===== config.mk =====
export PLATFORM = sky130hd
export DESIGN_NAME = dmem_arbiter_flat
export DESIGN_NICKNAME = d
export VERILOG_FILES = /design/src/rtl/dmem_arbiter_pkg.sv /design/src/rtl/dmem_arbiter_if.sv /design/src/rtl/dmem_arbiter_rr_arb2.sv /design/src/rtl/dmem_arbiter.sv /design/src/flat_wrapper.sv
export SDC_FILE = /design/constraint.sdc
export NUM_CORES = 1
export LEC_CHECK = 0
export ABC_AREA = 1
export BUFFER_PORTS_ARGS = -buffer_cell sky130_fd_sc_hd__buf_4
export CORE_MARGIN = 2
export CORE_UTILIZATION = 41
export CTS_BUF_LIST = sky130_fd_sc_hd__clkbuf_4 sky130_fd_sc_hd__clkbuf_8 sky130_fd_sc_hd__clkbuf_16
export CTS_CLUSTER_SIZE = 24
export DETAILED_ROUTE_END_ITERATION = 10
export PLACE_DENSITY = 0.87
export SYNTH_ARGS = -nofsm -noshare
export SYNTH_HDL_FRONTEND = slang
export SYNTH_SLANG_ARGS = --single-unit

===== constraint.sdc =====
create_clock -name CLK -period 1.3 [get_ports CLK]
set_input_delay 0.26 -clock CLK [delete_from_list [all_inputs] [get_ports CLK]]
set_output_delay 0.26 -clock CLK [all_outputs]
set_load 0.1 [all_outputs]

===== src/rtl/dmem_arbiter_pkg.sv =====
// rtl/dmem_arbiter_pkg.sv - shared state and strobe encodings for the data-memory arbiter
package dmem_arbiter_pkg;

  typedef enum logic [1:0] {
    IDLE   = 2'b00,
    ACCESS = 2'b01,
    RESP   = 2'b10,
    ERR    = 2'b11
  } state_t;

  // Memory strobes are active-low.
  localparam logic STROBE_ON  = 1'b0;
  localparam logic STROBE_OFF = 1'b1;

endpackage


===== src/rtl/dmem_arbiter_if.sv =====
// rtl/dmem_arbiter_if.sv - requester and memory-side signals of the data-memory arbiter
interface dmem_arbiter_if #(
  parameter int ADDR_W = 32,
  parameter int DATA_W = 32
) ();

  logic              req0, req1;
  logic              we0, we1;
  logic [ADDR_W-1:0] addr0, addr1;
  logic [DATA_W-1:0] wdata0, wdata1;
  logic              ack0, ack1;
  logic              err0, err1;
  logic [DATA_W-1:0] rdata0, rdata1;
  logic              mem_RD, mem_WR;
  logic [ADDR_W-1:0] mem_DAddr;
  logic [DATA_W-1:0] mem_DataIn;
  logic [DATA_W-1:0] mem_DataOut;

  modport slave (
    input  req0, req1, we0, we1, addr0, addr1, wdata0, wdata1,
    output ack0, ack1, err0, err1, rdata0, rdata1,
    output mem_RD, mem_WR, mem_DAddr, mem_DataIn,
    input  mem_DataOut
  );

  modport master (
    output req0, req1, we0, we1, addr0, addr1, wdata0, wdata1,
    input  ack0, ack1, err0, err1, rdata0, rdata1,
    input  mem_RD, mem_WR, mem_DAddr, mem_DataIn,
    output mem_DataOut
  );

endinterface


===== src/rtl/dmem_arbiter_rr_arb2.sv =====
// rtl/dmem_arbiter_rr_arb2.sv - combinational two-way round-robin pick
module rr_arb2 (
  input  logic req0_i,
  input  logic req1_i,
  input  logic last_grant_i,
  output logic gnt_valid_o,
  output logic gnt_id_o
);

  always_comb begin
    gnt_valid_o = req0_i | req1_i;
    gnt_id_o    = 1'b0;
    // On contention the port that did not win last time goes first.
    if (req0_i && req1_i) begin
      gnt_id_o = ~last_grant_i;
    end else if (req1_i) begin
      gnt_id_o = 1'b1;
    end
  end

endmodule


===== src/rtl/dmem_arbiter.sv =====
// rtl/dmem_arbiter.sv - two-port round-robin sequencer for the big-endian data memory
module dmem_arbiter
  import dmem_arbiter_pkg::*;
#(
  parameter int ADDR_W    = 32,
  parameter int DATA_W    = 32,
  parameter int MEM_BYTES = 128
) (
  input  logic          CLK,
  input  logic          Reset,
  dmem_arbiter_if.slave bus
);

  localparam logic [ADDR_W-1:0] LAST_WORD = ADDR_W'(MEM_BYTES - 4);

  state_t            state_q, state_d;
  logic              gnt_q, gnt_d;
  logic              we_q, we_d;
  logic              last_grant_q, last_grant_d;
  logic              rd_q, rd_d;
  logic              wr_q, wr_d;
  logic [ADDR_W-1:0] daddr_q, daddr_d;
  logic [DATA_W-1:0] din_q, din_d;
  logic              ack0_q, ack0_d, ack1_q, ack1_d;
  logic              err0_q, err0_d, err1_q, err1_d;
  logic [DATA_W-1:0] rdata0_q, rdata0_d, rdata1_q, rdata1_d;

  logic              gnt_valid, gnt_id;
  logic              sel_we;
  logic [ADDR_W-1:0] sel_addr;
  logic [DATA_W-1:0] sel_wdata;
  logic              sel_legal;

  rr_arb2 u_rr_arb2 (
    .req0_i      (bus.req0),
    .req1_i      (bus.req1),
    .last_grant_i(last_grant_q),
    .gnt_valid_o (gnt_valid),
    .gnt_id_o    (gnt_id)
  );

  assign sel_we    = gnt_id ? bus.we1    : bus.we0;
  assign sel_addr  = gnt_id ? bus.addr1  : bus.addr0;
  assign sel_wdata = gnt_id ? bus.wdata1 : bus.wdata0;
  assign sel_legal = (sel_addr[1:0] == 2'b00) && (sel_addr <= LAST_WORD);

  always_comb begin
    state_d      = state_q;
    gnt_d        = gnt_q;
    we_d         = we_q;
    last_grant_d = last_grant_q;
    rd_d         = STROBE_OFF;
    wr_d         = STROBE_OFF;
    daddr_d      = daddr_q;
    din_d        = din_q;
    ack0_d       = 1'b0;
    ack1_d       = 1'b0;
    err0_d       = 1'b0;
    err1_d       = 1'b0;
    rdata0_d     = rdata0_q;
    rdata1_d     = rdata1_q;

    case (state_q)
      IDLE: begin
        if (gnt_valid) begin
          gnt_d        = gnt_id;
          last_grant_d = gnt_id;
          we_d         = sel_we;
          daddr_d      = sel_addr;
          din_d        = sel_wdata;
          if (sel_legal) begin
            state_d = ACCESS;
            if (sel_we) wr_d = STROBE_ON;
            else        rd_d = STROBE_ON;
          end else begin
            // Rejected accesses never touch the memory strobes.
            state_d = ERR;
            err0_d  = ~gnt_id;
            err1_d  = gnt_id;
          end
        end
      end
      ACCESS: begin
        if (!we_q) begin
          if (gnt_q) rdata1_d = bus.mem_DataOut;
          else       rdata0_d = bus.mem_DataOut;
        end
        state_d = RESP;
        ack0_d  = ~gnt_q;
        ack1_d  = gnt_q;
      end
      RESP:    state_d = IDLE;
      ERR:     state_d = IDLE;
      default: state_d = IDLE;
    endcase
  end

  always_ff @(posedge CLK) begin
    if (Reset) begin
      state_q      <= IDLE;
      gnt_q        <= 1'b0;
      we_q         <= 1'b0;
      last_grant_q <= 1'b1;
      rd_q         <= STROBE_OFF;
      wr_q         <= STROBE_OFF;
      daddr_q      <= '0;
      din_q        <= '0;
      ack0_q       <= 1'b0;
      ack1_q       <= 1'b0;
      err0_q       <= 1'b0;
      err1_q       <= 1'b0;
      rdata0_q     <= '0;
      rdata1_q     <= '0;
    end else begin
      state_q      <= state_d;
      gnt_q        <= gnt_d;
      we_q         <= we_d;
      last_grant_q <= last_grant_d;
      rd_q         <= rd_d;
      wr_q         <= wr_d;
      daddr_q      <= daddr_d;
      din_q        <= din_d;
      ack0_q       <= ack0_d;
      ack1_q       <= ack1_d;
      err0_q       <= err0_d;
      err1_q       <= err1_d;
      rdata0_q     <= rdata0_d;
      rdata1_q     <= rdata1_d;
    end
  end

  assign bus.mem_RD     = rd_q;
  assign bus.mem_WR     = wr_q;
  assign bus.mem_DAddr  = daddr_q;
  assign bus.mem_DataIn = din_q;
  assign bus.ack0       = ack0_q;
  assign bus.ack1       = ack1_q;
  assign bus.err0       = err0_q;
  assign bus.err1       = err1_q;
  assign bus.rdata0     = rdata0_q;
  assign bus.rdata1     = rdata1_q;

endmodule


===== src/flat_wrapper.sv =====
// flat-port wrapper written by rule: the top's interface ports become plain ports
module dmem_arbiter_flat import dmem_arbiter_pkg::*;
#(
  parameter int ADDR_W    = 32,
  parameter int DATA_W    = 32,
  parameter int MEM_BYTES = 128
)
  (CLK, Reset, bus_req0, bus_req1, bus_we0, bus_we1, bus_addr0, bus_addr1, bus_wdata0, bus_wdata1, bus_ack0, bus_ack1, bus_err0, bus_err1, bus_rdata0, bus_rdata1, bus_mem_RD, bus_mem_WR, bus_mem_DAddr, bus_mem_DataIn, bus_mem_DataOut);
  dmem_arbiter_if #(.ADDR_W(ADDR_W), .DATA_W(DATA_W)) bus_i ();
  input  logic CLK;
  input  logic Reset;
  input wire logic [$bits(bus_i.req0)-1:0] bus_req0;
  input wire logic [$bits(bus_i.req1)-1:0] bus_req1;
  input wire logic [$bits(bus_i.we0)-1:0] bus_we0;
  input wire logic [$bits(bus_i.we1)-1:0] bus_we1;
  input wire logic [$bits(bus_i.addr0)-1:0] bus_addr0;
  input wire logic [$bits(bus_i.addr1)-1:0] bus_addr1;
  input wire logic [$bits(bus_i.wdata0)-1:0] bus_wdata0;
  input wire logic [$bits(bus_i.wdata1)-1:0] bus_wdata1;
  output wire logic [$bits(bus_i.ack0)-1:0] bus_ack0;
  output wire logic [$bits(bus_i.ack1)-1:0] bus_ack1;
  output wire logic [$bits(bus_i.err0)-1:0] bus_err0;
  output wire logic [$bits(bus_i.err1)-1:0] bus_err1;
  output wire logic [$bits(bus_i.rdata0)-1:0] bus_rdata0;
  output wire logic [$bits(bus_i.rdata1)-1:0] bus_rdata1;
  output wire logic [$bits(bus_i.mem_RD)-1:0] bus_mem_RD;
  output wire logic [$bits(bus_i.mem_WR)-1:0] bus_mem_WR;
  output wire logic [$bits(bus_i.mem_DAddr)-1:0] bus_mem_DAddr;
  output wire logic [$bits(bus_i.mem_DataIn)-1:0] bus_mem_DataIn;
  input wire logic [$bits(bus_i.mem_DataOut)-1:0] bus_mem_DataOut;
  assign bus_i.req0 = bus_req0;
  assign bus_i.req1 = bus_req1;
  assign bus_i.we0 = bus_we0;
  assign bus_i.we1 = bus_we1;
  assign bus_i.addr0 = bus_addr0;
  assign bus_i.addr1 = bus_addr1;
  assign bus_i.wdata0 = bus_wdata0;
  assign bus_i.wdata1 = bus_wdata1;
  assign bus_ack0 = bus_i.ack0;
  assign bus_ack1 = bus_i.ack1;
  assign bus_err0 = bus_i.err0;
  assign bus_err1 = bus_i.err1;
  assign bus_rdata0 = bus_i.rdata0;
  assign bus_rdata1 = bus_i.rdata1;
  assign bus_mem_RD = bus_i.mem_RD;
  assign bus_mem_WR = bus_i.mem_WR;
  assign bus_mem_DAddr = bus_i.mem_DAddr;
  assign bus_mem_DataIn = bus_i.mem_DataIn;
  assign bus_i.mem_DataOut = bus_mem_DataOut;
  dmem_arbiter #(.ADDR_W(ADDR_W), .DATA_W(DATA_W), .MEM_BYTES(MEM_BYTES)) u_core (.CLK(CLK), .Reset(Reset), .bus(bus_i));
endmodule

==> Yosys cells after proc, flatten, opt, wreduce, memory -nomap -nowiden <==
Cells that the tools add are included.
{ "totals": {"regBits": 139, "in_bits": 166, "elab_cells": 49} }
{ "op_classes": {"magnitude_cmp": 1, "eq_ne": 4, "n_mux": 10, "bitwise": 9, "n_reduce_logical": 11} }
{ "op_table": {"columns": ["cell", "n"], "rows": [
  ["$mux W32", 2],
  ["$le A32 B7 Y1 const B", 1],
  ["$not A1 Y1", 8],
  ["$reduce_or A4 Y1", 2],
  ["$pmux W2 S3", 1],
  ["$reduce_and A3 Y1", 2],
  ["$mux W1", 5],
  ["$eq A2 B2 Y1 const B", 2],
  ["$logic_not A2 Y1", 2],
  ["$mux W2", 2],
  ["$reduce_or A2 Y1", 2],
  ["$eq A2 B1 Y1 const B", 1],
  ["$logic_and A1 B1 Y1", 2],
  ["$ne A2 B1 Y1 const B", 1],
  ["$reduce_and A2 Y1", 1],
  ["$or A1 B1 Y1", 1]
]} }

==> Longest topological paths before layout <==
{ "depth": {"depth_word": 8, "depth_mapped": 12, "ltp_nobuf": 11} }

==> Hierarchy <==
A second synthesis with hierarchy kept.
{ "unflattened": {"hier_cells": 773, "hier_area_um2": 5582.9} }
{ "by_module_without_submodules": {"columns": ["mod", "n_inst", "cells_per_inst", "area_per_inst_um2"], "rows": [
  ["dmem_arbiter", 1, 770, 5567.8],
  ["rr_arb2", 1, 3, 15.0]
]} }

==> Least setup slack after synthesis <==
No wires, ideal clock.
{ "synth_timing": {"kind": "register to register", "start": "register u_core.last_grant_q", "end": "register u_core.rd_q, in the netlist u_core.bus.mem_RD", "setup_ns": 0.118, "arrival_time_ns": 1.263, "required_ns": 1.182, "setup_slack_ns": -0.081, "path_stages_with_launch": 13, "cell_sequence": "dfxtp_1 > nand2_1 > nand2_2 > buf_4 > nand2_1 > nand2_1 > nand2_1 > nor2_1 > nand2_1 > nor2_1 > nand2_1 > nor2_1 > nand2_1"} }
{ "synth_via": {"elab_chain_len": 7, "elab_cells_between_ends": 10} }
{ "synth_rtl": {"columns": ["item", "line", "rtl"], "rows": [
  ["from (decl)", "dmem_arbiter.sv:19", "logic last_grant_q, last_grant_d;"],
  ["from (signal assigned)", "dmem_arbiter.sv:118", "last_grant_q <= last_grant_d;"],
  ["$not A1 Y1 *", "dmem_arbiter_rr_arb2.sv:15", "gnt_id_o = ~last_grant_i;"],
  ["$mux W1 *", "dmem_arbiter_rr_arb2.sv:14", "if (req0_i && req1_i) begin"],
  ["$mux W32", "dmem_arbiter.sv:43", "assign sel_addr = gnt_id ? bus.addr1 : bus.addr0;"],
  ["$le A32 B7 Y1 or $logic_not A2 Y1 (tied branches)", "dmem_arbiter.sv:45", "assign sel_legal = (sel_addr[1:0] == 2'b00) && (sel_addr <= LAST_WORD);"],
  ["$logic_and A1 B1 Y1", "dmem_arbiter.sv:45", null],
  ["$not A1 Y1 (no line)", null, null],
  ["$reduce_or A4 Y1 (no line)", null, null],
  ["to (signal assigned)", "dmem_arbiter.sv:119", "rd_q <= rd_d;"],
  ["to (decl)", "dmem_arbiter.sv:20", "logic rd_q, rd_d;"]
]} }
Every way passes the cells marked *; elsewhere a longest branch is shown, timed or not.
A chain may end at the register's enable or synchronous reset.

==> Worst setup path after layout <==
Ends and elaborated chain as after synthesis.

==> results.json <==
{
  "chipWidth_microns": 121,
  "fin_setup_tns_ns": -15.94,
  "dieArea_sq_um": 14700,
  "arrival_ns": 2.12,
  "required_ns": 1.62,
  "core_sq_um": 13300,
  "synth-seq-cells": 139,
  "wirelength_microns": 32500,
  "slew_viol_final": 0,
  "preCtsSetupSlack_ns": -0.347,
  "drive_above_1_share_pct": 58.5,
  "cts_tree": "yes",
  "io_pins": 300,
  "synth_top_area_cell": "dfxtp_1",
  "power_density_nw_per_um2": 1460,
  "worst_slack_ns": -0.495,
  "overflow": 0,
  "finalHoldViolCount": 0,
  "vias_per_cell": 5.91,
  "crit_buf_inv": 2,
  "initial_core_util_pct": 42.4,
  "leakage_nw": 5.46,
  "grtUsageTotal_pct": 29.7,
  "drc": 0,
  "crit_fanout": 5,
  "synth-seq-area-share_pct": 49.2,
  "rsz0062_at_grt": "yes",
  "synth_top_area_share_pct": 49.2,
  "avgSynthCellArea_sq_um": 7.21,
  "clock_sinks": 139,
  "finalWeightedCongestion": 0.875,
  "syn-num-nets": 950,
  "clk-insertion-delay-late_ns": 0.44,
  "diodes": 0,
  "slew_headroom_pct": 76.1,
  "nets": 1314,
  "die_h_microns": 121,
  "cts_made_buffers": 17,
  "postRouteAntennaNets": 0,
  "slowest_stage": "dfxtp_2",
  "hpwlAfterDp_microns": 13600,
  "grt_pass1_wl_microns": 34100,
  "worstSetupStartpointType": "register",
  "synthDistinctLibCells": 20,
  "drtPass1Iterations": 6,
  "ys_warn_count": 0,
  "hold_class": "in2reg",
  "num_rows": 42,
  "cts-htree-levels": 4,
  "period_minus_slack_ns": 1.80,
  "drv_cap": 0,
  "grt_pass1_vias": 6885,
  "vias": 7903,
  "synth_area_leaders": "dfxtp_1 (49%), nand2_1 (11%), nor2_1 (10%)",
  "r2r_slack_ns": -0.50,
  "antenna_found_initial": 0,
  "grt_start_max_net_pins": 46,
  "period_share_pct": 138,
  "fin_util_pct": 89.1,
  "status": "finished, violations left",
  "fmax_ghz": 0.557,
  "syn_area_sq_um": 5660,
  "ctsHoldBuffers": 0,
  "portBuffers": 299,
  "crit_chain": "nand2_4 -> nand2_8 -> buf_6 -> buf_12 -> nand2_2 -> nand2_2 -> nand2_1 -> nor2_1 -> nand2_1 -> nor2_2 -> nand2_2 -> nor2_4 -> nand2_1",
  "clock_path_buffers": 2,
  "drt_iter0_drc": 1148,
  "fin_skew_ns": 0.0152,
  "vdd_ir_drop_max_mv": 1.18,
  "tightest_slew_ns": 0.357,
  "setup_viol": 136,
  "critPathKind": "reg2reg",
  "wl_per_cell_microns": 24.3,
  "endpoint_kind": "register",
  "synth_cells": 784,
  "crit_family": "simple AND/OR/NAND/NOR gates",
  "area_delta_synth_final_pct": 110,
  "violations": "setup timing",
  "root_buffer": "clkbuf_16",
  "crit_path_max_incr_delay_ns": 0.35,
  "clkTransAtPathRegs_ns": 0.06
}
## power by group
part           total, mW  switching (mW)  internal [mW]  leakage, nW
clock               5.06            2.17           2.89        0.289
combinational       7.08            4.55           2.53         3.99
sequential          5.17           0.443           4.73         1.17
total               17.3            7.16           10.2         5.46
## per-stage QoR
| step | hold slack (ns) | total power [mW] | area, sq um | instances |
|---|---|---|---|---|
| after floorplan | 0.329 | 8.71 | 5740 | 784 |
| after global placement | 0.467 | 10.2 | 8530 | 1260 |
| after detailed placement | 0.466 | 10.3 | 8530 | 1260 |
| after CTS | 0.0490 | 15.8 | 10100 | 1308 |
| after global routing | 0.0767 | 17.7 | 11900 | 1337 |
| final | 0.0751 | 17.3 | 11900 | 1337 |
## kinds of logic (layout without fill, tap and decap cells)
group | Yosys count | count (layout) | synth area share [%]
buffers and inverters | 113 | 490 | 8.16
AOI/OAI and AO/OA | 173 | 173 | 16.7
and+or+nand+nor | 359 | 359 | 25.9
DFF | 139 | 139 | 49.2
## Yosys cell counts
| cell | number |
|---|---|
| nand2_1 | 160 |
| nor2_1 | 150 |
| dfxtp_1 | 139 |
| o21ai_0 | 105 |
| inv_1 | 55 |
| clkbuf_1 | 30 |
| nand3_1 | 25 |
| a21oi_1 | 24 |
| o211ai_1 | 22 |
| buf_2 | 21 |
| nand3b_1 | 20 |
| a31oi_1 | 19 |
| buf_4 | 3 |
| inv_2 | 3 |
| o21ai_1 | 3 |
| buf_1 | 1 |
| nand2_2 | 1 |
| nor3_1 | 1 |
| nor3_2 | 1 |
| or2_2 | 1 |
## path summary, 6_finish.rpt
check        depth (start not counted)                               end                             start
max reg2reg                         13      u_core.bus.mem_RD$_SDFF_PP1_  u_core.last_grant_q$_SDFFE_PP1P_
min                                  2         u_core.gnt_q$_SDFFE_PP0P_                             Reset
max                                 13      u_core.bus.mem_RD$_SDFF_PP1_  u_core.last_grant_q$_SDFFE_PP1P_
min reg2reg                          2  u_core.last_grant_q$_SDFFE_PP1P_  u_core.last_grant_q$_SDFFE_PP1P_
## routing by layer
metal	vias to the layer above	GRT usage (%)	part of all wire [%]
li1	3273	-	-
met1	3642	32.0	32
met2	729	51.5	48
met3	259	9.96	12
met4	0	15.2	8.8
met5	-	0	0
## flip-flops by register name, indices dropped and copies added (netlist names), 2 cells and up
register / cells
u_core.bus.rdata1: 32
u_core.bus.rdata0: 32
u_core.bus.mem_DataIn: 32
u_core.state_q: 2
u_core.bus.mem_DAddr: 32
## final cells by class
class	instances	area [sq um]
Multi-Input combinational cell	532	3170
Inverter	58	230
Tap cell	176	220
Clock buffer	18	433
Sequential cell	139	2900
Fill cell	513	1460
Clock inverter	14	160
Timing Repair Buffer	400	4780
## cells in the final DEF, fill, tap and decap left out, types with 3 or more instances in the layout
cell       instances
inv_2              4
nand3_2            5
dfxtp_2           90
buf_12            82
nand3_1           20
buf_6             67
inv_4              3
clkbuf_16         27
nor2_1            81
buf_8             24
o211ai_1          22
nor2_4            50
inv_1             50
buf_16             7
buf_4            210
o21ai_2           33
o21ai_0           57
a21oi_1           20
o21ai_4            4
inv_6              4
clkinv_4           3
nand3b_1          20
a31oi_1           19
nand2_2           23
nand2_4            6
dfxtp_1           47
nand2_1          131
nor2_2            19
o21ai_1           14
a21oi_2            4
## what timing repair did
action	in CTS	in global routing
setup endpoints to repair	235	199
pin swaps	11	49
gates resized for setup	191	441
cloned	8	15
buffers inserted	8	17
Power figures use the tool's default switching activity.
